--- config.mk ---
export PLATFORM = sky130hd
export DESIGN_NAME = upsample_nn_flat
export DESIGN_NICKNAME = d
export VERILOG_FILES = /design/src/rtl/upsample_nn_if.sv /design/src/rtl/upsample_nn.sv /design/src/flat_wrapper.sv
export VERILOG_INCLUDE_DIRS = /design/src /design/src/rtl
export SDC_FILE = /design/constraint.sdc
export NUM_CORES = 1
export LEC_CHECK = 0
export CAP_MARGIN = 20
export CORE_ASPECT_RATIO = 1.75
export CORE_MARGIN = 2
export CORE_UTILIZATION = 45
export DETAILED_ROUTE_END_ITERATION = 7
export PLACE_DENSITY = 0.85
export SYNTH_ARGS = -nofsm -noshare
export SYNTH_HDL_FRONTEND = slang
export SYNTH_SLANG_ARGS = --single-unit
--- constraint.sdc ---
create_clock -name clk -period 14.2 [get_ports clk]
set_input_delay 1.42 -clock clk [delete_from_list [all_inputs] [get_ports clk]]
set_output_delay 1.42 -clock clk [all_outputs]
set_load 0.1 [all_outputs]
--- src/rtl/ConvAcc.svh ---
// Shared SRAM write-request encoding for the ConvAcc compute blocks.
`ifndef CONVACC_SVH
`define CONVACC_SVH

`define WRITE_ENB 1'b0
`define WRITE_DIS 1'b1

`endif

--- src/rtl/upsample_nn_if.sv ---
// sp_ram_intf: single-port SRAM connection used by the ConvAcc compute blocks.
//   cs      chip select (1 = access this cycle)
//   oe      output enable (tied high by compute blocks)
//   addr    word address
//   W_req   write request, encoded with WRITE_ENB / WRITE_DIS
//   W_data  write data
//   R_data  read data, valid the cycle after a read access
interface sp_ram_intf;
  logic        cs;
  logic        oe;
  logic [31:0] addr;
  logic        W_req;
  logic [31:0] W_data;
  logic [31:0] R_data;

  modport compute (output cs, output oe, output addr, output W_req, output W_data,
                   input R_data);
  modport memory  (input cs, input oe, input addr, input W_req, input W_data,
                   output R_data);
endinterface

--- src/rtl/upsample_nn.sv ---
// upsample_nn: nearest-neighbour upsampler (2x or 4x) between feature-map SRAMs.
// Ports:
//   clk, rstn    clock, asynchronous active-low reset
//   start        launch pulse, honoured only in IDLE
//   finish       one-cycle run-complete strobe
//   param_intf   parameter SRAM (R at 0, C at 1, scale word at 2), read-only
//   input_intf   input feature map SRAM, pixel in R_data[7:0], read-only
//   output_intf  output feature map SRAM, write-only, W_data = {24'h0, pixel}
//   bias_intf, weight_intf  unused, held idle
//
// state      | meaning
// IDLE       | waiting for start
// LOAD_PARAM | 4-cycle fetch of R, C, scale
// READ       | one input pixel read for the current (c, y, j, x)
// WRITE      | S writes of that pixel along the current output row
// FINISH     | finish strobe, back to IDLE
`include "ConvAcc.svh"

module upsample_nn (
  input  logic        clk,
  input  logic        rstn,
  input  logic        start,
  output logic        finish,
  sp_ram_intf.compute param_intf,
  sp_ram_intf.compute input_intf,
  sp_ram_intf.compute output_intf,
  sp_ram_intf.compute bias_intf,
  sp_ram_intf.compute weight_intf
);

  typedef enum logic [2:0] {
    IDLE       = 3'd0,
    LOAD_PARAM = 3'd1,
    READ       = 3'd2,
    WRITE      = 3'd3,
    FINISH     = 3'd4
  } state_t;

  state_t      state;
  logic [1:0]  ld_cnt;
  logic [5:0]  num_row;
  logic [7:0]  num_ch;
  logic [2:0]  scale;
  logic [7:0]  c_idx;
  logic [4:0]  y_idx;
  logic [4:0]  x_idx;
  logic [1:0]  j_idx;
  logic [1:0]  k_idx;
  logic [7:0]  pix;
  logic        p_cs;
  logic        i_cs;
  logic        o_cs;

  logic [31:0] r32;
  logic [31:0] s32;
  logic [31:0] rr;
  logic [31:0] sr;
  logic [31:0] in_addr;
  logic [31:0] out_addr;
  logic        x_last;
  logic        j_last;
  logic        y_last;
  logic        c_last;
  logic        k_last;
  logic        run_last;
  logic        unused_rdata;

  assign r32 = 32'(num_row);
  assign s32 = 32'(scale);
  assign rr  = r32 * r32;
  assign sr  = s32 * r32;

  assign in_addr  = 32'(c_idx) * rr + 32'(y_idx) * r32 + 32'(x_idx);
  assign out_addr = 32'(c_idx) * sr * sr
                  + (s32 * 32'(y_idx) + 32'(j_idx)) * sr
                  + s32 * 32'(x_idx) + 32'(k_idx);

  assign x_last   = (32'(x_idx) == r32 - 32'd1);
  assign j_last   = (32'(j_idx) == s32 - 32'd1);
  assign y_last   = (32'(y_idx) == r32 - 32'd1);
  assign c_last   = (32'(c_idx) == 32'(num_ch) - 32'd1);
  assign k_last   = (32'(k_idx) == s32 - 32'd1);
  assign run_last = x_last && j_last && y_last && c_last;

  // Addresses are gated by cs so every address reads 0 whenever its port is idle.
  assign param_intf.cs     = p_cs;
  assign param_intf.oe     = 1'b1;
  assign param_intf.addr   = p_cs ? {30'd0, ld_cnt} : 32'd0;
  assign param_intf.W_req  = `WRITE_DIS;
  assign param_intf.W_data = 32'd0;

  assign input_intf.cs     = i_cs;
  assign input_intf.oe     = 1'b1;
  assign input_intf.addr   = i_cs ? in_addr : 32'd0;
  assign input_intf.W_req  = `WRITE_DIS;
  assign input_intf.W_data = 32'd0;

  // First write of a pixel forwards the fresh read data; later writes replay the latch.
  assign output_intf.cs     = o_cs;
  assign output_intf.oe     = 1'b1;
  assign output_intf.addr   = o_cs ? out_addr : 32'd0;
  assign output_intf.W_req  = o_cs ? `WRITE_ENB : `WRITE_DIS;
  assign output_intf.W_data = o_cs ? {24'h0, (k_idx == 2'd0) ? input_intf.R_data[7:0] : pix}
                                   : 32'd0;

  assign bias_intf.cs       = 1'b0;
  assign bias_intf.oe       = 1'b1;
  assign bias_intf.addr     = 32'd0;
  assign bias_intf.W_req    = `WRITE_DIS;
  assign bias_intf.W_data   = 32'd0;

  assign weight_intf.cs     = 1'b0;
  assign weight_intf.oe     = 1'b1;
  assign weight_intf.addr   = 32'd0;
  assign weight_intf.W_req  = `WRITE_DIS;
  assign weight_intf.W_data = 32'd0;

  assign unused_rdata = ^{input_intf.R_data[31:8], output_intf.R_data,
                          bias_intf.R_data, weight_intf.R_data};

  // cs/finish are registered one step ahead so they line up with the state they serve.
  always_ff @(posedge clk or negedge rstn) begin
    if (!rstn) begin
      state   <= IDLE;
      ld_cnt  <= 2'd0;
      num_row <= 6'd0;
      num_ch  <= 8'd0;
      scale   <= 3'd0;
      c_idx   <= 8'd0;
      y_idx   <= 5'd0;
      x_idx   <= 5'd0;
      j_idx   <= 2'd0;
      k_idx   <= 2'd0;
      pix     <= 8'd0;
      p_cs    <= 1'b0;
      i_cs    <= 1'b0;
      o_cs    <= 1'b0;
      finish  <= 1'b0;
    end else begin
      case (state)
        IDLE: begin
          finish <= 1'b0;
          if (start) begin
            state  <= LOAD_PARAM;
            ld_cnt <= 2'd0;
            p_cs   <= 1'b1;
          end
        end
        LOAD_PARAM: begin
          ld_cnt <= ld_cnt + 2'd1;
          case (ld_cnt)
            2'd1: num_row <= param_intf.R_data[5:0];
            2'd2: begin
              num_ch <= param_intf.R_data[7:0];
              p_cs   <= 1'b0;
            end
            2'd3: begin
              scale <= (param_intf.R_data == 32'd4) ? 3'd4 : 3'd2;
              c_idx <= 8'd0;
              y_idx <= 5'd0;
              x_idx <= 5'd0;
              j_idx <= 2'd0;
              k_idx <= 2'd0;
              if (num_row == 6'd0 || num_ch == 8'd0) begin
                state  <= FINISH;
                finish <= 1'b1;
              end else begin
                state <= READ;
                i_cs  <= 1'b1;
              end
            end
            default: ;
          endcase
        end
        READ: begin
          i_cs  <= 1'b0;
          o_cs  <= 1'b1;
          k_idx <= 2'd0;
          state <= WRITE;
        end
        WRITE: begin
          if (k_idx == 2'd0) pix <= input_intf.R_data[7:0];
          if (k_last) begin
            o_cs <= 1'b0;
            if (!x_last) begin
              x_idx <= x_idx + 5'd1;
            end else begin
              x_idx <= 5'd0;
              if (!j_last) begin
                j_idx <= j_idx + 2'd1;
              end else begin
                j_idx <= 2'd0;
                if (!y_last) begin
                  y_idx <= y_idx + 5'd1;
                end else begin
                  y_idx <= 5'd0;
                  c_idx <= c_idx + 8'd1;
                end
              end
            end
            if (run_last) begin
              state  <= FINISH;
              finish <= 1'b1;
            end else begin
              state <= READ;
              i_cs  <= 1'b1;
            end
          end else begin
            k_idx <= k_idx + 2'd1;
          end
        end
        FINISH: begin
          finish <= 1'b0;
          state  <= IDLE;
        end
        default: state <= IDLE;
      endcase
    end
  end

endmodule

--- src/flat_wrapper.sv ---
// flat-port wrapper written by rule: the top's interface ports become plain ports
module upsample_nn_flat 
  (clk, rstn, start, finish, param_intf_cs, param_intf_oe, param_intf_addr, param_intf_W_req, param_intf_W_data, param_intf_R_data, input_intf_cs, input_intf_oe, input_intf_addr, input_intf_W_req, input_intf_W_data, input_intf_R_data, output_intf_cs, output_intf_oe, output_intf_addr, output_intf_W_req, output_intf_W_data, output_intf_R_data, bias_intf_cs, bias_intf_oe, bias_intf_addr, bias_intf_W_req, bias_intf_W_data, bias_intf_R_data, weight_intf_cs, weight_intf_oe, weight_intf_addr, weight_intf_W_req, weight_intf_W_data, weight_intf_R_data);
  sp_ram_intf param_intf_i ();
  sp_ram_intf input_intf_i ();
  sp_ram_intf output_intf_i ();
  sp_ram_intf bias_intf_i ();
  sp_ram_intf weight_intf_i ();
  input  logic clk;
  input  logic rstn;
  input  logic start;
  output logic finish;
  output wire logic [$bits(param_intf_i.cs)-1:0] param_intf_cs;
  output wire logic [$bits(param_intf_i.oe)-1:0] param_intf_oe;
  output wire logic [$bits(param_intf_i.addr)-1:0] param_intf_addr;
  output wire logic [$bits(param_intf_i.W_req)-1:0] param_intf_W_req;
  output wire logic [$bits(param_intf_i.W_data)-1:0] param_intf_W_data;
  input wire logic [$bits(param_intf_i.R_data)-1:0] param_intf_R_data;
  output wire logic [$bits(input_intf_i.cs)-1:0] input_intf_cs;
  output wire logic [$bits(input_intf_i.oe)-1:0] input_intf_oe;
  output wire logic [$bits(input_intf_i.addr)-1:0] input_intf_addr;
  output wire logic [$bits(input_intf_i.W_req)-1:0] input_intf_W_req;
  output wire logic [$bits(input_intf_i.W_data)-1:0] input_intf_W_data;
  input wire logic [$bits(input_intf_i.R_data)-1:0] input_intf_R_data;
  output wire logic [$bits(output_intf_i.cs)-1:0] output_intf_cs;
  output wire logic [$bits(output_intf_i.oe)-1:0] output_intf_oe;
  output wire logic [$bits(output_intf_i.addr)-1:0] output_intf_addr;
  output wire logic [$bits(output_intf_i.W_req)-1:0] output_intf_W_req;
  output wire logic [$bits(output_intf_i.W_data)-1:0] output_intf_W_data;
  input wire logic [$bits(output_intf_i.R_data)-1:0] output_intf_R_data;
  output wire logic [$bits(bias_intf_i.cs)-1:0] bias_intf_cs;
  output wire logic [$bits(bias_intf_i.oe)-1:0] bias_intf_oe;
  output wire logic [$bits(bias_intf_i.addr)-1:0] bias_intf_addr;
  output wire logic [$bits(bias_intf_i.W_req)-1:0] bias_intf_W_req;
  output wire logic [$bits(bias_intf_i.W_data)-1:0] bias_intf_W_data;
  input wire logic [$bits(bias_intf_i.R_data)-1:0] bias_intf_R_data;
  output wire logic [$bits(weight_intf_i.cs)-1:0] weight_intf_cs;
  output wire logic [$bits(weight_intf_i.oe)-1:0] weight_intf_oe;
  output wire logic [$bits(weight_intf_i.addr)-1:0] weight_intf_addr;
  output wire logic [$bits(weight_intf_i.W_req)-1:0] weight_intf_W_req;
  output wire logic [$bits(weight_intf_i.W_data)-1:0] weight_intf_W_data;
  input wire logic [$bits(weight_intf_i.R_data)-1:0] weight_intf_R_data;
  assign param_intf_cs = param_intf_i.cs;
  assign param_intf_oe = param_intf_i.oe;
  assign param_intf_addr = param_intf_i.addr;
  assign param_intf_W_req = param_intf_i.W_req;
  assign param_intf_W_data = param_intf_i.W_data;
  assign param_intf_i.R_data = param_intf_R_data;
  assign input_intf_cs = input_intf_i.cs;
  assign input_intf_oe = input_intf_i.oe;
  assign input_intf_addr = input_intf_i.addr;
  assign input_intf_W_req = input_intf_i.W_req;
  assign input_intf_W_data = input_intf_i.W_data;
  assign input_intf_i.R_data = input_intf_R_data;
  assign output_intf_cs = output_intf_i.cs;
  assign output_intf_oe = output_intf_i.oe;
  assign output_intf_addr = output_intf_i.addr;
  assign output_intf_W_req = output_intf_i.W_req;
  assign output_intf_W_data = output_intf_i.W_data;
  assign output_intf_i.R_data = output_intf_R_data;
  assign bias_intf_cs = bias_intf_i.cs;
  assign bias_intf_oe = bias_intf_i.oe;
  assign bias_intf_addr = bias_intf_i.addr;
  assign bias_intf_W_req = bias_intf_i.W_req;
  assign bias_intf_W_data = bias_intf_i.W_data;
  assign bias_intf_i.R_data = bias_intf_R_data;
  assign weight_intf_cs = weight_intf_i.cs;
  assign weight_intf_oe = weight_intf_i.oe;
  assign weight_intf_addr = weight_intf_i.addr;
  assign weight_intf_W_req = weight_intf_i.W_req;
  assign weight_intf_W_data = weight_intf_i.W_data;
  assign weight_intf_i.R_data = weight_intf_R_data;
  upsample_nn u_core (.clk(clk), .rstn(rstn), .start(start), .finish(finish), .param_intf(param_intf_i), .input_intf(input_intf_i), .output_intf(output_intf_i), .bias_intf(bias_intf_i), .weight_intf(weight_intf_i));
endmodule
==> flow_summary.ini <==
[finish]
instances_no_fill = 3406
n_antenna_cell = 0
final_layout_size_suffix_gt1_share_pct = 4.54
syn_to_final_growth_pct = 5.04
fin_nets = 3538

[placement]
portBuffers = 109
gp_congestion = 0.880
dp_hpwl_mm = 43.8
placed_cells = 3398

[detailed_routing]
drc = 0
vias_per_cell = 5.16
first_pass_iters = 5
wl_per_cell_um = 15.3
routed_wl_mm = 52.1
drtAntennaViolNets = 0
vias = 17600
drt_iter0_drc = 684

[logic_synthesis]
ys_ff_latch = 55
synth_mux_area_share_pct = 1.81
postSynthCellCount = 2658
ys.flop_type = dfrtp_1
synth_cell_types = 81
ys_seq_area_share_pct = 6.17
netlist.area_leader.share_pct = 26.8
synth_area_leader_cell = fa_1
synth_area_leaders = fa_1 (27%), ha_1 (18%), buf_4 (9.1%)
synth_fa_ha_area_share_pct = 45.1
yosys.area_share.simple_pct = 18.2
synth_compound_area_share_pct = 6.91
synth_top_family_by_area = adder cells
ys_async_sr_fraction_pct = 100
ys_warn_count = 0
synth_xor_area_share_pct = 3.42
syn_area_um2 = 22300
synth_edf_count = 0
synth_area_per_cell_um2 = 8.39

[timing]
post-route-period-util_pct = 95.3
rsz0062_at_grt = no
setup_violations = 0
worst_pin_slew_ns = 1.03
max_freq_mhz = 73.9
layout_min_cycle_time_ns = 13.53
fin_skew_ns = 0.00410
final-max-slew-violation-count = 0
final_hold_viol_count = 0
max_slew_margin_pct = 31.2
finalSetupTns_ns = 0

[global_routing]
grt_remaining_overflow = 0
grt_pass1_wl_mm = 85.4
antenna_found_initial = 0
grt.total_usage_pct = 20.7
grt_pass1_vias = 18500
grt_max_degree = 56

[cts]
numCtsBuffers = 5
clock_latency_ns = 0.31
clkSlewWorstSetupHoldPaths_ns = 0.07
cts_sinks = 55
cts_hold_buf = 0
cts-root-buf = clkbuf_16
cts_tree = done
cts_setup_buffers = 0
cts_max_path_buffers = 2
htreeDepth = 2
cts_resized = 0

[power_and_ir_drop]
comb_power_share_pct = 87.0
power.density_nw_per_um2 = 128
p_int_mw = 0.946
leakage_nw = 12.9
ir_worst_vdd_mv = 0.248
p_clk_share_pct = 4.1
p_sw_mw = 2.06
p_sw_share_pct = 68.5
seqPwrFrac_pct = 8.9
power_mw = 3.01

[setup_path]
crit_start = u_core.scale[2]
rrSetupSlack_ns = 10.60
cp-end-kind = primary output
slowest_delay_ns = 0.71
critPathSlowestCell = dfrtp_1
worstSetupPathType = register to primary output
crit_arrival_ns = 12.11
rr_startpoint = u_core.num_row[0]
critPathMostFrequentCell = fa_1
required_ns = 12.78
crit_fanout = 23
crit_buf_inv = 9
cpLargestDelayFamily = adder cells
startpoint_type = register

[floorplan]
die_h_um = 298
row_count = 107
num_io_pins = 499
start_util_pct = 45.6
core_area_um2 = 48900
die_x_um = 172
dieArea_um2 = 51400

[outcome]
status = complete, no violations

[run]
drv_cap = 0

[worst_hold_path]
hold_start = u_core.pix[0]
hp-class = register to register
## registers in the layout (all words and copies together), names as in the netlist
signal,cells
u_core.c_idx,8
u_core.finish,1
u_core.input_intf.cs,1
u_core.j_idx,2
u_core.k_idx,2
u_core.ld_cnt,2
u_core.num_ch,8
u_core.num_row,6
u_core.output_intf.cs,1
u_core.param_intf.cs,1
u_core.pix,8
u_core.scale,2
u_core.state,3
u_core.x_idx,5
u_core.y_idx,5
## layout make-up
type                       count  area, µm²
timing repair buffer         163       1480
multi-input combinational   2054      17800
clock buffer                   7        133
tap                          654        818
clock inverter                 1       5.00
inverter                     472       1770
sequential                    55       1380
fill                        4463      25400
## per-stage QoR
stage          setup WS (ns)  util [%]  hold slack [ns]  area, µm²
2_1_floorplan         0.0608         -            0.479      23300
3_3_place_gp            1.11      47.6            0.486      23300
3_5_place_dp           0.973      47.6            0.493      23300
4_1_cts                0.626      47.9            0.509      23400
5_1_grt               0.0180      47.9            0.533      23400
6_report               0.666      47.9            0.508      23400
## synth_stat cells, types with 9 or more instances
master    number
inv_1        470
xor2_1        41
o21ai_0       60
nand4_1       11
and2_1       200
fa_1         299
nor2_1       159
dfrtp_1       55
and3_1        27
a31oi_1        9
a211oi_1      13
nand2b_1      20
xnor2_1       46
mux2i_1       20
ha_1         325
a21oi_1       63
nor3_1        36
buf_4        271
nand3_1       30
or2_2          9
nand2_1      228
clkbuf_1      66
a21o_1        23
nand3b_1      11
mux2_2        18
nor2b_1       17
nor4_1        16
## worst paths after layout
check,end,cells past startpoint
min in group asynchronous,u_core.pix[2],2
setup reg to reg,u_core.c_idx[6],10
setup / recovery,output_intf_addr[22],42
hold / removal,u_core.pix[0],1
hold reg to reg,u_core.pix[0],1
max in group asynchronous,u_core.x_idx[2],2
## power by group through the flow
stage	sequential, mW	combinational [mW]	clock (mW)
after floorplan	0.258	2.04	0
after global placement	0.267	2.57	0
after detailed placement	0.270	2.61	0
after global routing	0.275	2.84	0.128
final	0.269	2.62	0.123
after CTS	0.267	2.62	0.124
## worst reg2reg max path, cell delays in order, from the launching register on
cell and delay (ns):
dfrtp_1 0.39, buf_4 0.26, inv_1 0.36, ha_1 0.26, nor3b_1 0.60, xnor2_1 0.22, a311oi_2 0.22, nor3b_2 0.45
nor2_2 0.10, or4_1 0.50, mux2i_1 0.14
## cells by family (layout without fill, tap and decap cells)
group / count (synthesis) / count (layout)
buf+inv: 816 / 643
simple gates: 803 / 803
fa+ha+maj: 624 / 624
compound gates: 233 / 233
xor+xnor: 87 / 87
flops: 55 / 55
mux: 38 / 38
other cells: 2 / 269
## cell usage in the layout (no fill, tap or decap), types with 23 or more instances in the layout
cell and count:
xnor2_1 46, dfrtp_1 55, and3_1 27, buf_4 71, nor3_1 36, nand3_1 30
conb_1 269, o21ai_0 60, ha_1 325, fa_1 299, nand2_1 228, nor2_1 159
inv_1 470, a21o_1 23, clkdlybuf4s50_1 88, xor2_1 40, a21oi_1 63, and2_1 200
## layer usage
metal  up-vias  GRT usage [%]  part of all wire, %
li1       7995              -                    -
met4         0           13.3                  6.9
met2       774           40.3                   54
met1      8563           20.5                   33
met5         -              0                    0
met3       226           1.83                  5.4
Note: power is estimated with default switching activity, not from simulation.
